[src/rtl/phy_tx_sched_pkg.sv]
// Shared definitions for the two-lane TX scheduler: link state encoding,
// default fill symbols and a one-hot to index helper.
package phy_tx_pkg;

  typedef enum logic [1:0] {
    ST_DISABLED = 2'd0,
    ST_SYNC     = 2'd1,
    ST_ACTIVE   = 2'd2
  } link_state_e;

  localparam logic [7:0] COM_SYM_DEF = 8'hBC;
  localparam logic [7:0] IDL_SYM_DEF = 8'h7C;

  function automatic logic [1:0] onehot_to_idx(input logic [3:0] oh);
    logic [1:0] idx;
    case (oh)
      4'b0001: idx = 2'd0;
      4'b0010: idx = 2'd1;
      4'b0100: idx = 2'd2;
      4'b1000: idx = 2'd3;
      default: idx = 2'd0;
    endcase
    return idx;
  endfunction

endpackage

[src/rtl/phy_tx_sched_rr_pick2.sv]
// Round-robin picker: scans four requesters starting at ptr and returns the
// first two requesting sources as one-hot grants with valid flags.
module rr_pick2 (
  input  logic [3:0] req,
  input  logic [1:0] ptr,
  output logic [3:0] gnt0,
  output logic [3:0] gnt1,
  output logic       vld0,
  output logic       vld1
);

  logic [1:0] idx_s;

  // Priority scan from ptr upwards, wrapping through the 2-bit index.
  always_comb begin
    gnt0  = 4'b0000;
    gnt1  = 4'b0000;
    vld0  = 1'b0;
    vld1  = 1'b0;
    idx_s = 2'd0;
    for (int k = 0; k < 4; k++) begin
      idx_s = ptr + k[1:0];
      if (req[idx_s]) begin
        if (!vld0) begin
          gnt0[idx_s] = 1'b1;
          vld0        = 1'b1;
        end else if (!vld1) begin
          gnt1[idx_s] = 1'b1;
          vld1        = 1'b1;
        end else begin
          vld1 = 1'b1;
        end
      end else begin
        idx_s = ptr + k[1:0];
      end
    end
  end

endmodule

[src/rtl/phy_tx_sched.sv]
// Two-lane TX scheduler: link bring-up FSM, round-robin drain of four FWFT
// FIFOs, registered lane outputs. Optional tx_count port under TX_CNT_EN.
module phy_tx_sched
  import phy_tx_pkg::*;
#(
  parameter int            BW       = 8,
  parameter int            SYNC_LEN = 4,
  parameter logic [BW-1:0] COM_SYM  = BW'(COM_SYM_DEF),
  parameter logic [BW-1:0] IDL_SYM  = BW'(IDL_SYM_DEF)
) (
  input  logic          clk_2f,
  input  logic          reset_L,
  input  logic          enable,
  input  logic          hold,
  input  logic [3:0]    fifo_empty,
  input  logic [BW-1:0] fifo_data_0,
  input  logic [BW-1:0] fifo_data_1,
  input  logic [BW-1:0] fifo_data_2,
  input  logic [BW-1:0] fifo_data_3,
  output logic [3:0]    fifo_pop,
  output logic [BW-1:0] data_out_0,
  output logic [BW-1:0] data_out_1,
  output logic          valid_out_0,
  output logic          valid_out_1,
`ifdef TX_CNT_EN
  output logic [15:0]   tx_count,
`endif
  output logic          link_active
);

  localparam int CNT_W = (SYNC_LEN > 1) ? $clog2(SYNC_LEN) : 1;
  localparam logic [CNT_W-1:0] SYNC_LAST = CNT_W'(SYNC_LEN - 1);

  link_state_e      state_r, state_nxt_s;
  logic [CNT_W-1:0] sync_cnt_r, sync_cnt_nxt_s;
  logic [1:0]       rr_ptr_r, rr_ptr_nxt_s;
  logic [BW-1:0]    d0_nxt_s, d1_nxt_s;
  logic             v0_nxt_s, v1_nxt_s, la_nxt_s;
  logic [3:0]       gnt0_s, gnt1_s;
  logic             vld0_s, vld1_s, grant_ok_s;
  logic [1:0]       idx0_s, idx1_s;
  logic [BW-1:0]    head_s [4];

  assign head_s[0] = fifo_data_0;
  assign head_s[1] = fifo_data_1;
  assign head_s[2] = fifo_data_2;
  assign head_s[3] = fifo_data_3;

  rr_pick2 u_pick (
    .req  (~fifo_empty),
    .ptr  (rr_ptr_r),
    .gnt0 (gnt0_s),
    .gnt1 (gnt1_s),
    .vld0 (vld0_s),
    .vld1 (vld1_s)
  );

  assign idx0_s = onehot_to_idx(gnt0_s);
  assign idx1_s = onehot_to_idx(gnt1_s);

  // Pops are only legal in ACTIVE with the link enabled and no backpressure.
  assign grant_ok_s = reset_L && enable && !hold && (state_r == ST_ACTIVE);
  assign fifo_pop   = grant_ok_s ? (gnt0_s | gnt1_s) : 4'b0000;

  // Next-state and next-output decode; output registers follow the state being entered.
  always_comb begin
    state_nxt_s    = state_r;
    sync_cnt_nxt_s = sync_cnt_r;
    rr_ptr_nxt_s   = rr_ptr_r;
    d0_nxt_s       = {BW{1'b0}};
    d1_nxt_s       = {BW{1'b0}};
    v0_nxt_s       = 1'b0;
    v1_nxt_s       = 1'b0;
    la_nxt_s       = 1'b0;
    if (!enable) begin
      state_nxt_s = ST_DISABLED;
    end else begin
      case (state_r)
        ST_DISABLED: begin
          state_nxt_s    = ST_SYNC;
          sync_cnt_nxt_s = {CNT_W{1'b0}};
          d0_nxt_s       = COM_SYM;
          d1_nxt_s       = COM_SYM;
        end
        ST_SYNC: begin
          if (sync_cnt_r == SYNC_LAST) begin
            state_nxt_s = ST_ACTIVE;
            la_nxt_s    = 1'b1;
            d0_nxt_s    = IDL_SYM;
            d1_nxt_s    = IDL_SYM;
          end else begin
            sync_cnt_nxt_s = sync_cnt_r + CNT_W'(1);
            d0_nxt_s       = COM_SYM;
            d1_nxt_s       = COM_SYM;
          end
        end
        ST_ACTIVE: begin
          la_nxt_s = 1'b1;
          d0_nxt_s = IDL_SYM;
          d1_nxt_s = IDL_SYM;
          // The later grant in scan order sets the next starting point.
          if (grant_ok_s && vld0_s) begin
            d0_nxt_s     = head_s[idx0_s];
            v0_nxt_s     = 1'b1;
            rr_ptr_nxt_s = idx0_s + 2'd1;
            if (vld1_s) begin
              d1_nxt_s     = head_s[idx1_s];
              v1_nxt_s     = 1'b1;
              rr_ptr_nxt_s = idx1_s + 2'd1;
            end else begin
              v1_nxt_s = 1'b0;
            end
          end else begin
            rr_ptr_nxt_s = rr_ptr_r;
          end
        end
        default: begin
          state_nxt_s = ST_DISABLED;
        end
      endcase
    end
  end

  // State, pointer and registered output update.
  always_ff @(posedge clk_2f or negedge reset_L) begin
    if (!reset_L) begin
      state_r     <= ST_DISABLED;
      sync_cnt_r  <= {CNT_W{1'b0}};
      rr_ptr_r    <= 2'd0;
      data_out_0  <= {BW{1'b0}};
      data_out_1  <= {BW{1'b0}};
      valid_out_0 <= 1'b0;
      valid_out_1 <= 1'b0;
      link_active <= 1'b0;
    end else begin
      state_r     <= state_nxt_s;
      sync_cnt_r  <= sync_cnt_nxt_s;
      rr_ptr_r    <= rr_ptr_nxt_s;
      data_out_0  <= d0_nxt_s;
      data_out_1  <= d1_nxt_s;
      valid_out_0 <= v0_nxt_s;
      valid_out_1 <= v1_nxt_s;
      link_active <= la_nxt_s;
    end
  end

`ifdef TX_CNT_EN
  // Payload byte counter, advanced alongside the valid flags it counts.
  always_ff @(posedge clk_2f or negedge reset_L) begin
    if (!reset_L) begin
      tx_count <= 16'h0000;
    end else begin
      tx_count <= tx_count + {15'd0, v0_nxt_s} + {15'd0, v1_nxt_s};
    end
  end
`endif

endmodule

[config.mk]
export PLATFORM = sky130hd
export DESIGN_NAME = phy_tx_sched
export DESIGN_NICKNAME = d
export VERILOG_FILES = /design/src/rtl/phy_tx_sched_pkg.sv /design/src/rtl/phy_tx_sched_rr_pick2.sv /design/src/rtl/phy_tx_sched.sv
export SDC_FILE = /design/constraint.sdc
export NUM_CORES = 1
export LEC_CHECK = 0
export ABC_CLOCK_PERIOD_IN_PS = 5600
export CAP_MARGIN = 20
export CORE_MARGIN = 2
export CORE_UTILIZATION = 31
export CTS_BUF_LIST = sky130_fd_sc_hd__clkbuf_8
export DETAILED_ROUTE_END_ITERATION = 10
export SETUP_SLACK_MARGIN = 0.02
export SLEW_MARGIN = 25
export SYNTH_ARGS = -nofsm -noshare
export SYNTH_HDL_FRONTEND = slang
export SYNTH_SLANG_ARGS = --single-unit
[constraint.sdc]
create_clock -name clk_2f -period 5.6 [get_ports clk_2f]
set_input_delay 1.68 -clock clk_2f [delete_from_list [all_inputs] [get_ports clk_2f]]
set_output_delay 1.68 -clock clk_2f [all_outputs]
set_load 0.05 [all_outputs]
* Yosys cells after proc, flatten, opt, wreduce, memory -nomap -nowiden *
Index checks and enable logic that the tools add are counted.

word-level totals
  logic and storage cells = 133
  input port bits = 40
  register bits = 25

operators by class
  mux-type cells = 74
  equality and inequality tests = 12
  bitwise gates (word level) = 9
  order comparisons = 10
  reduce and logical (&&, ||, !) cells = 14
  $add $sub $neg = 6

operators with widths
  cell                   count
  $mux W8                10
  $mux W4                16
  $pmux W8 S3            2
  $bmux W8 S2            2
  $mux W1                27
  $or A4 B4 Y4           6
  $pmux W2 S3            3
  $lt A2 B3 Y1 const B   4
  $add A2 B1 Y2 const B  4
  $bmux W1 S2            4
  $demux W1 S2           4
  $eq A4 B2 Y1 const B   2
  $eq A4 B3 Y1 const B   2
  $eq A4 B4 Y1 const B   2
  $ge A2 B1 Y1 const B   4
  $logic_and A1 B1 Y1    8
  $mux W2                4
  $ge A3 B3 Y1 const B   2
  $not A2 Y3             2
  $reduce_and A3 Y1      2
  $add A2 B2 Y2 const B  2
  $eq A2 B2 Y1 const B   2
  $ne A2 B2 Y1 const B   2
  $not A4 Y4             1
  8 further kinds        8

* Depth between registers and ports, before layout *
  word-level depth = 25
  gate-level depth with buffers = 13
  mapped depth without buffers = 11

* Modules after synthesis *
A second synthesis with hierarchy kept.

unflattened totals
  cells, all modules = 246
  area total of the unflattened synthesis = 2,326.0 µm²

by module, submodules not included
  module        cells each  times used  area each (µm²)
  phy_tx_sched  199         1           1,888.1
  rr_pick2      47          1           437.9

* Least setup slack after synthesis *
OpenSTA, ideal clock, no wires.

  path kind = input to output
  from = input port fifo_empty[1]
  to = output port fifo_pop[2]
  path slack = -0.006 ns
  arrival = 3.926 ns
  path buffers = 0
  cell stages on the path = 5
  required time = 3.920 ns
  path through = mux4_2 > xnor2_2 > a211oi_2 > a21boi_0 > a21oi_1

between the ends
  cells in the longest elaborated chain, start to end = 16

ends and longest elaborated chain
  element                        RTL line                     RTL
  start, declared                phy_tx_sched.sv:15           input logic [3:0] fifo_empty,
  $not A4 Y4 (*)                 phy_tx_sched.sv:50           .req (~fifo_empty),
  $bmux W1 S2                    phy_tx_sched_rr_pick2.sv:23  if (req[idx_s]) begin
  $mux W1 (implied by the code)  phy_tx_sched_rr_pick2.sv:23
  $mux W1                        phy_tx_sched_rr_pick2.sv:23
  $mux W4                        phy_tx_sched_rr_pick2.sv:24  if (!vld0) begin
  $mux W4                        phy_tx_sched_rr_pick2.sv:23
  $or A4 B4 Y4 (no source line)  --
  $mux W4                        phy_tx_sched_rr_pick2.sv:27  end else if (!vld1) begin
  $mux W4                        phy_tx_sched_rr_pick2.sv:24
  $mux W4                        phy_tx_sched_rr_pick2.sv:23
  $or A4 B4 Y4 (no source line)  --
  $mux W4                        phy_tx_sched_rr_pick2.sv:27
  $mux W4                        phy_tx_sched_rr_pick2.sv:24
  $mux W4                        phy_tx_sched_rr_pick2.sv:23
  $or A4 B4 Y4 (*)               phy_tx_sched.sv:63           assign fifo_pop = grant_ok_s ? (gnt0_s | gnt1_s) : 4'b0000;
  $mux W4 (*)                    phy_tx_sched.sv:63
  end, declared                  phy_tx_sched.sv:20           output logic [3:0] fifo_pop,

Mark *: on every way between the ends. The rest lies on a longest branch, timed or not. The select of a mux whose other input is x is not followed.

* Final worst setup path *
  from = input port fifo_empty[2]
  to = output port fifo_pop[0]

The elaborated chain is that of the path after synthesis.

==> results.py <==
metrics = {
    "run_status": {
        "run_status": "completed",
    },
    "global_routing": {
        "grt_antenna_before_repair": 0,
        "maximum_number_of_pins_on_one_net_before_global_route_repair": 26,
        "grt_most_used_layer": "met2",
        "grt_first_pass_wirelength_um": 11900,
        "grtUsageTotal_pct": 17.2,
        "use_met2_pct": 26.9,
        "grt.met3_usage_pct": 2.71,
        "grt.overflow.total": 0,
        "grt_pass1_vias": 2321,
        "gr-usage-met1_pct": 25.0,
    },
    "critical_path": {
        "critical_path.reg2reg.startpoint": "rr_ptr_r[0]",
        "criticalPathCategory": "in -> out",
        "slowest_stage": "sky130_fd_sc_hd__mux4_2",
        "cp_data_required_time_ns": 3.92,
        "cp.buffers_inverters": 3,
        "r2r_setup_slack_ns": 1.78,
        "path_max_fanout": 10,
        "critical_path.startpoint": "fifo_empty[2]",
        "worstPathCellList": "dlymetal6s2s_1, mux4_2, buf_12, a21oi_4, a211oi_4, a222oi_1, a21oi_1, buf_4",
        "cpPeakStageDelay_ns": 0.57,
        "critical_path.startpoint_type": "primary input",
        "cp-end-kind": "output port",
        "timing.critical_path.max_delay_family": "compound AO/OA/AOI/OAI gates",
        "critical_path.reg2reg.endpoint": "data_out_0[7]",
        "timing.critical_path.arrival_ns": 3.64,
        "count_of_cells_along_the_worst_register_to_register_path": 11,
    },
    "sta": {
        "timing.final.hold_violations": 0,
        "final_max_slew_viol_count": 0,
        "maxClockFrequency_ghz": 0.188,
        "final.setup.tns_ns": 0,
        "relative_max_transition_margin_pct": 57.2,
        "unrepaired_setup_endpoints_after_global_routing": "false",
        "final.setup_skew_ns": 0.00412,
        "worstMarginPinSlew_ns": 0.640,
        "timing.final.setup_violations": 0,
        "timing.final.crit_period_ns": 5.32,
        "final_worst_path_cycle_share_pct": 95.0,
        "least_setup_slack_across_all_paths_after_layout_ns": 0.280,
    },
    "power_and_ir_drop": {
        "design_power_total_mw": 0.797,
        "share_seq_of_total_power_pct": 26.9,
        "switching_power_mw": 0.335,
        "p_int_mw": 0.462,
        "share_comb_of_total_power_pct": 59.1,
        "power_leakage_nw": 1.48,
        "power.share.switching_pct": 42.0,
        "ir_worst_vdd_mv": 0.0844,
        "power_density_nw_per_um2": 236,
        "power.clock.fraction_pct": 14.0,
    },
    "run": {
        "timing.max_cap.violations": 0,
    },
    "clock_tree": {
        "tritoncts": "built",
        "cts_made_buffers": 3,
        "cts_sinks": 25,
        "cts-root-buf": "sky130_fd_sc_hd__clkbuf_8",
        "cts-htree-levels": 1,
        "cts_buffer_depth": 2,
        "clk_pin_slew_worst_paths_ns": 0.09,
        "clkLatencyLatePin_ns": 0.27,
    },
    "route": {
        "drc_errors": 0,
        "via_count": 2368,
        "detail_route.wl_per_cell_um": 16.2,
        "postRouteAntennaNets": 0,
        "firstDrtPassIters": 4,
        "post_drt_via_cell_ratio": 5.32,
        "drt-total-wl_um": 7230,
        "drt_iter0_drc": 175,
    },
    "floorplan": {
        "initial_core_util_pct": 31.6,
        "die-width_um": 92.1,
        "floorplan.core_area_um2": 7610,
        "ioPinCount": 63,
        "floorplan.rows": 32,
        "die_height_um": 92.1,
        "die-area_um2": 8480,
    },
    "synth": {
        "ys.flop_type": "sky130_fd_sc_hd__dfrtp_1",
        "post_synth_num_cell_types": 65,
        "netlist_area_um2": 2410,
        "syn-instance-count": 266,
        "async_set_or_reset_register_ratio_after_synthesis_pct": 100,
        "synth_net_count": 316,
        "synth_sequential_area_ratio_pct": 26.0,
        "avgSynthCellArea_um2": 9.05,
        "yosys_register_bits": 25,
        "synth_enable_flop_cells": 0,
        "synthesis.yosys.warnings": 0,
    },
    "layout": {
        "fillerInstances": 754,
        "drive_above_1_share_pct": 17.2,
        "instances_no_fill": 445,
        "antenna_cells": 0,
        "fin_nets": 394,
        "final_cell_utilization_of_the_core_pct": 44.5,
        "syn_to_final_growth_pct": 40.6,
    },
    "hold_path": {
        "hold_start": "sync_cnt_r[1]",
        "worst_case_hold_path_end_point": "sync_cnt_r[1]",
        "whs_path_depth": 1,
        "hp-class": "reg -> reg",
    },
    "placed_design": {
        "gp_congestion": 0.842,
        "placement.setup.worst_slack_ns": -0.138,
        "detailed_place_hpwl_um": 5560,
        "placement.io_buffers": 62,
        "numPlacedInstances": 440,
    },
}
## metrics by stage
stage          instance area [um2]  hold slack (ns)
2_1_floorplan                 2410            0.493
3_3_place_gp                  3300            0.511
3_5_place_dp                  3300            0.521
4_1_cts                       3370            0.545
5_1_grt                       3380            0.599
6_report                      3380            0.550
## power groups by stage
stage          clock (mW)  sequential (mW)  combinational (mW)
2_1_floorplan           0            0.263               0.262
3_3_place_gp            0            0.218               0.456
3_5_place_dp            0            0.218               0.460
4_1_cts             0.115            0.214               0.468
5_1_grt             0.123            0.218               0.513
6_report            0.112            0.214               0.471
## how the worst max path moves through the flow
| stage | end | slack, ns | cells past startpoint |
|---|---|---|---|
| detailed placement | fifo_pop[2] | -0.14 | 7 |
| global route | fifo_pop[0] | 0.18 | 8 |
| CTS | fifo_pop[2] | 0.01 | 8 |
| global placement | fifo_pop[2] | -0.12 | 7 |
| finish | fifo_pop[0] | 0.28 | 8 |
| floorplan | fifo_pop[0] | 0.02 | 5 |
## placed cells by master, fill, tap and decap left out, types with 6 or more instances in the layout
master / count
sky130_fd_sc_hd__a211oi_1: 6
sky130_fd_sc_hd__a21oi_1: 18
sky130_fd_sc_hd__a22o_1: 8
sky130_fd_sc_hd__buf_4: 24
sky130_fd_sc_hd__clkdlybuf4s50_1: 54
sky130_fd_sc_hd__dfrtp_1: 25
sky130_fd_sc_hd__ha_1: 10
sky130_fd_sc_hd__inv_1: 12
sky130_fd_sc_hd__mux2i_1: 11
sky130_fd_sc_hd__nand2_1: 19
sky130_fd_sc_hd__nand2b_1: 6
sky130_fd_sc_hd__nor2_1: 17
sky130_fd_sc_hd__nor2b_1: 6
sky130_fd_sc_hd__o21ai_0: 12
sky130_fd_sc_hd__o31a_1: 6
## final cells by class
class	count	area [um2]	area share (%)
clock buffers	3	41.3	1.22
well taps	102	128	3.77
repair buffers	87	871	25.7
multi-input cells	215	1670	49.3
inverters	12	45.0	1.33
clock inverters	1	5.00	0.148
flip-flops and latches	25	626	18.5
## repair_timing
item,in CTS,in global routing
setup buffers,1,0
gates resized for setup,2,5
setup endpoints to repair,4,4
pin swaps,1,4
hold buffers,0,0
## registers in the layout (all words and copies together), names as in the netlist
register,cells
sync_cnt_r,2
rr_ptr_r,2
valid_out_0,1
data_out_0,8
data_out_1,8
link_active,1
valid_out_1,1
state_r,2
## metal layers
| layer | vias up | wire length (um) |
|---|---|---|
| li1 | 1174 | - |
| met1 | 1118 | 3490 |
| met2 | 72 | 3270 |
| met3 | 4 | 444 |
| met4 | 0 | 23 |
| met5 | - | 0 |
## synth_stat cells, types with 2 or more instances
| library cell | number | area, um2 |
|---|---|---|
| sky130_fd_sc_hd__a2111o_1 | 2 | 22.5 |
| sky130_fd_sc_hd__a211oi_1 | 6 | 45.0 |
| sky130_fd_sc_hd__a21boi_0 | 2 | 15.0 |
| sky130_fd_sc_hd__a21o_1 | 5 | 37.5 |
| sky130_fd_sc_hd__a21oi_1 | 19 | 95.1 |
| sky130_fd_sc_hd__a221oi_1 | 2 | 17.5 |
| sky130_fd_sc_hd__a22o_1 | 8 | 70.1 |
| sky130_fd_sc_hd__a22oi_1 | 2 | 15.0 |
| sky130_fd_sc_hd__a2bb2oi_1 | 3 | 26.3 |
| sky130_fd_sc_hd__a311oi_1 | 2 | 17.5 |
| sky130_fd_sc_hd__a31oi_1 | 4 | 25.0 |
| sky130_fd_sc_hd__and2_1 | 5 | 31.3 |
| sky130_fd_sc_hd__and4b_1 | 4 | 40.0 |
| sky130_fd_sc_hd__buf_2 | 3 | 15.0 |
| sky130_fd_sc_hd__buf_6 | 3 | 33.8 |
| sky130_fd_sc_hd__clkbuf_1 | 7 | 26.3 |
| sky130_fd_sc_hd__dfrtp_1 | 25 | 626 |
| sky130_fd_sc_hd__ha_1 | 10 | 125 |
| sky130_fd_sc_hd__inv_1 | 12 | 45.0 |
| sky130_fd_sc_hd__mux2_2 | 3 | 33.8 |
| sky130_fd_sc_hd__mux2i_1 | 11 | 110 |
| sky130_fd_sc_hd__mux4_2 | 4 | 90.1 |
| sky130_fd_sc_hd__nand2_1 | 19 | 71.3 |
| sky130_fd_sc_hd__nand2b_1 | 6 | 37.5 |
| sky130_fd_sc_hd__nand3_1 | 3 | 15.0 |
| sky130_fd_sc_hd__nor2_1 | 17 | 63.8 |
| sky130_fd_sc_hd__nor2b_1 | 6 | 37.5 |
| sky130_fd_sc_hd__nor3b_1 | 2 | 15.0 |
| sky130_fd_sc_hd__o211a_1 | 3 | 30.0 |
| sky130_fd_sc_hd__o211ai_1 | 4 | 30.0 |
| sky130_fd_sc_hd__o211ai_2 | 2 | 25.0 |
| sky130_fd_sc_hd__o21a_1 | 2 | 15.0 |
| sky130_fd_sc_hd__o21ai_0 | 12 | 60.1 |
| sky130_fd_sc_hd__o21ai_1 | 2 | 10.0 |
| sky130_fd_sc_hd__o221a_2 | 2 | 22.5 |
| sky130_fd_sc_hd__o221ai_1 | 4 | 35.0 |
| sky130_fd_sc_hd__o22ai_1 | 5 | 31.3 |
| sky130_fd_sc_hd__o2bb2ai_1 | 2 | 17.5 |
| sky130_fd_sc_hd__o31a_1 | 6 | 52.6 |
| sky130_fd_sc_hd__or3_1 | 2 | 12.5 |
## cells by family after synthesis
family | synth area share, %
AO/OA/AOI/OAI | 34.7
AND/OR/NAND/NOR | 15.9
buffers and inverters | 5.30
flip-flops | 26.0
multiplexers | 10.3
adder cells (fa/ha/maj) | 5.20
XOR/XNOR | 2.55
## worst reg2reg max path, stage by stage, from the launching register on
cell	delay [ns]
sky130_fd_sc_hd__dfrtp_1	0.56
sky130_fd_sc_hd__inv_1	0.14
sky130_fd_sc_hd__ha_1	0.41
sky130_fd_sc_hd__mux4_2	0.41
sky130_fd_sc_hd__and4b_1	0.22
sky130_fd_sc_hd__a311o_1	0.32
sky130_fd_sc_hd__buf_4	0.16
sky130_fd_sc_hd__a211oi_1	0.35
sky130_fd_sc_hd__o211a_1	0.49
sky130_fd_sc_hd__mux2_2	0.38
sky130_fd_sc_hd__mux2i_1	0.11
sky130_fd_sc_hd__o21ai_0	0.11
(Power assumes the default switching activity.)
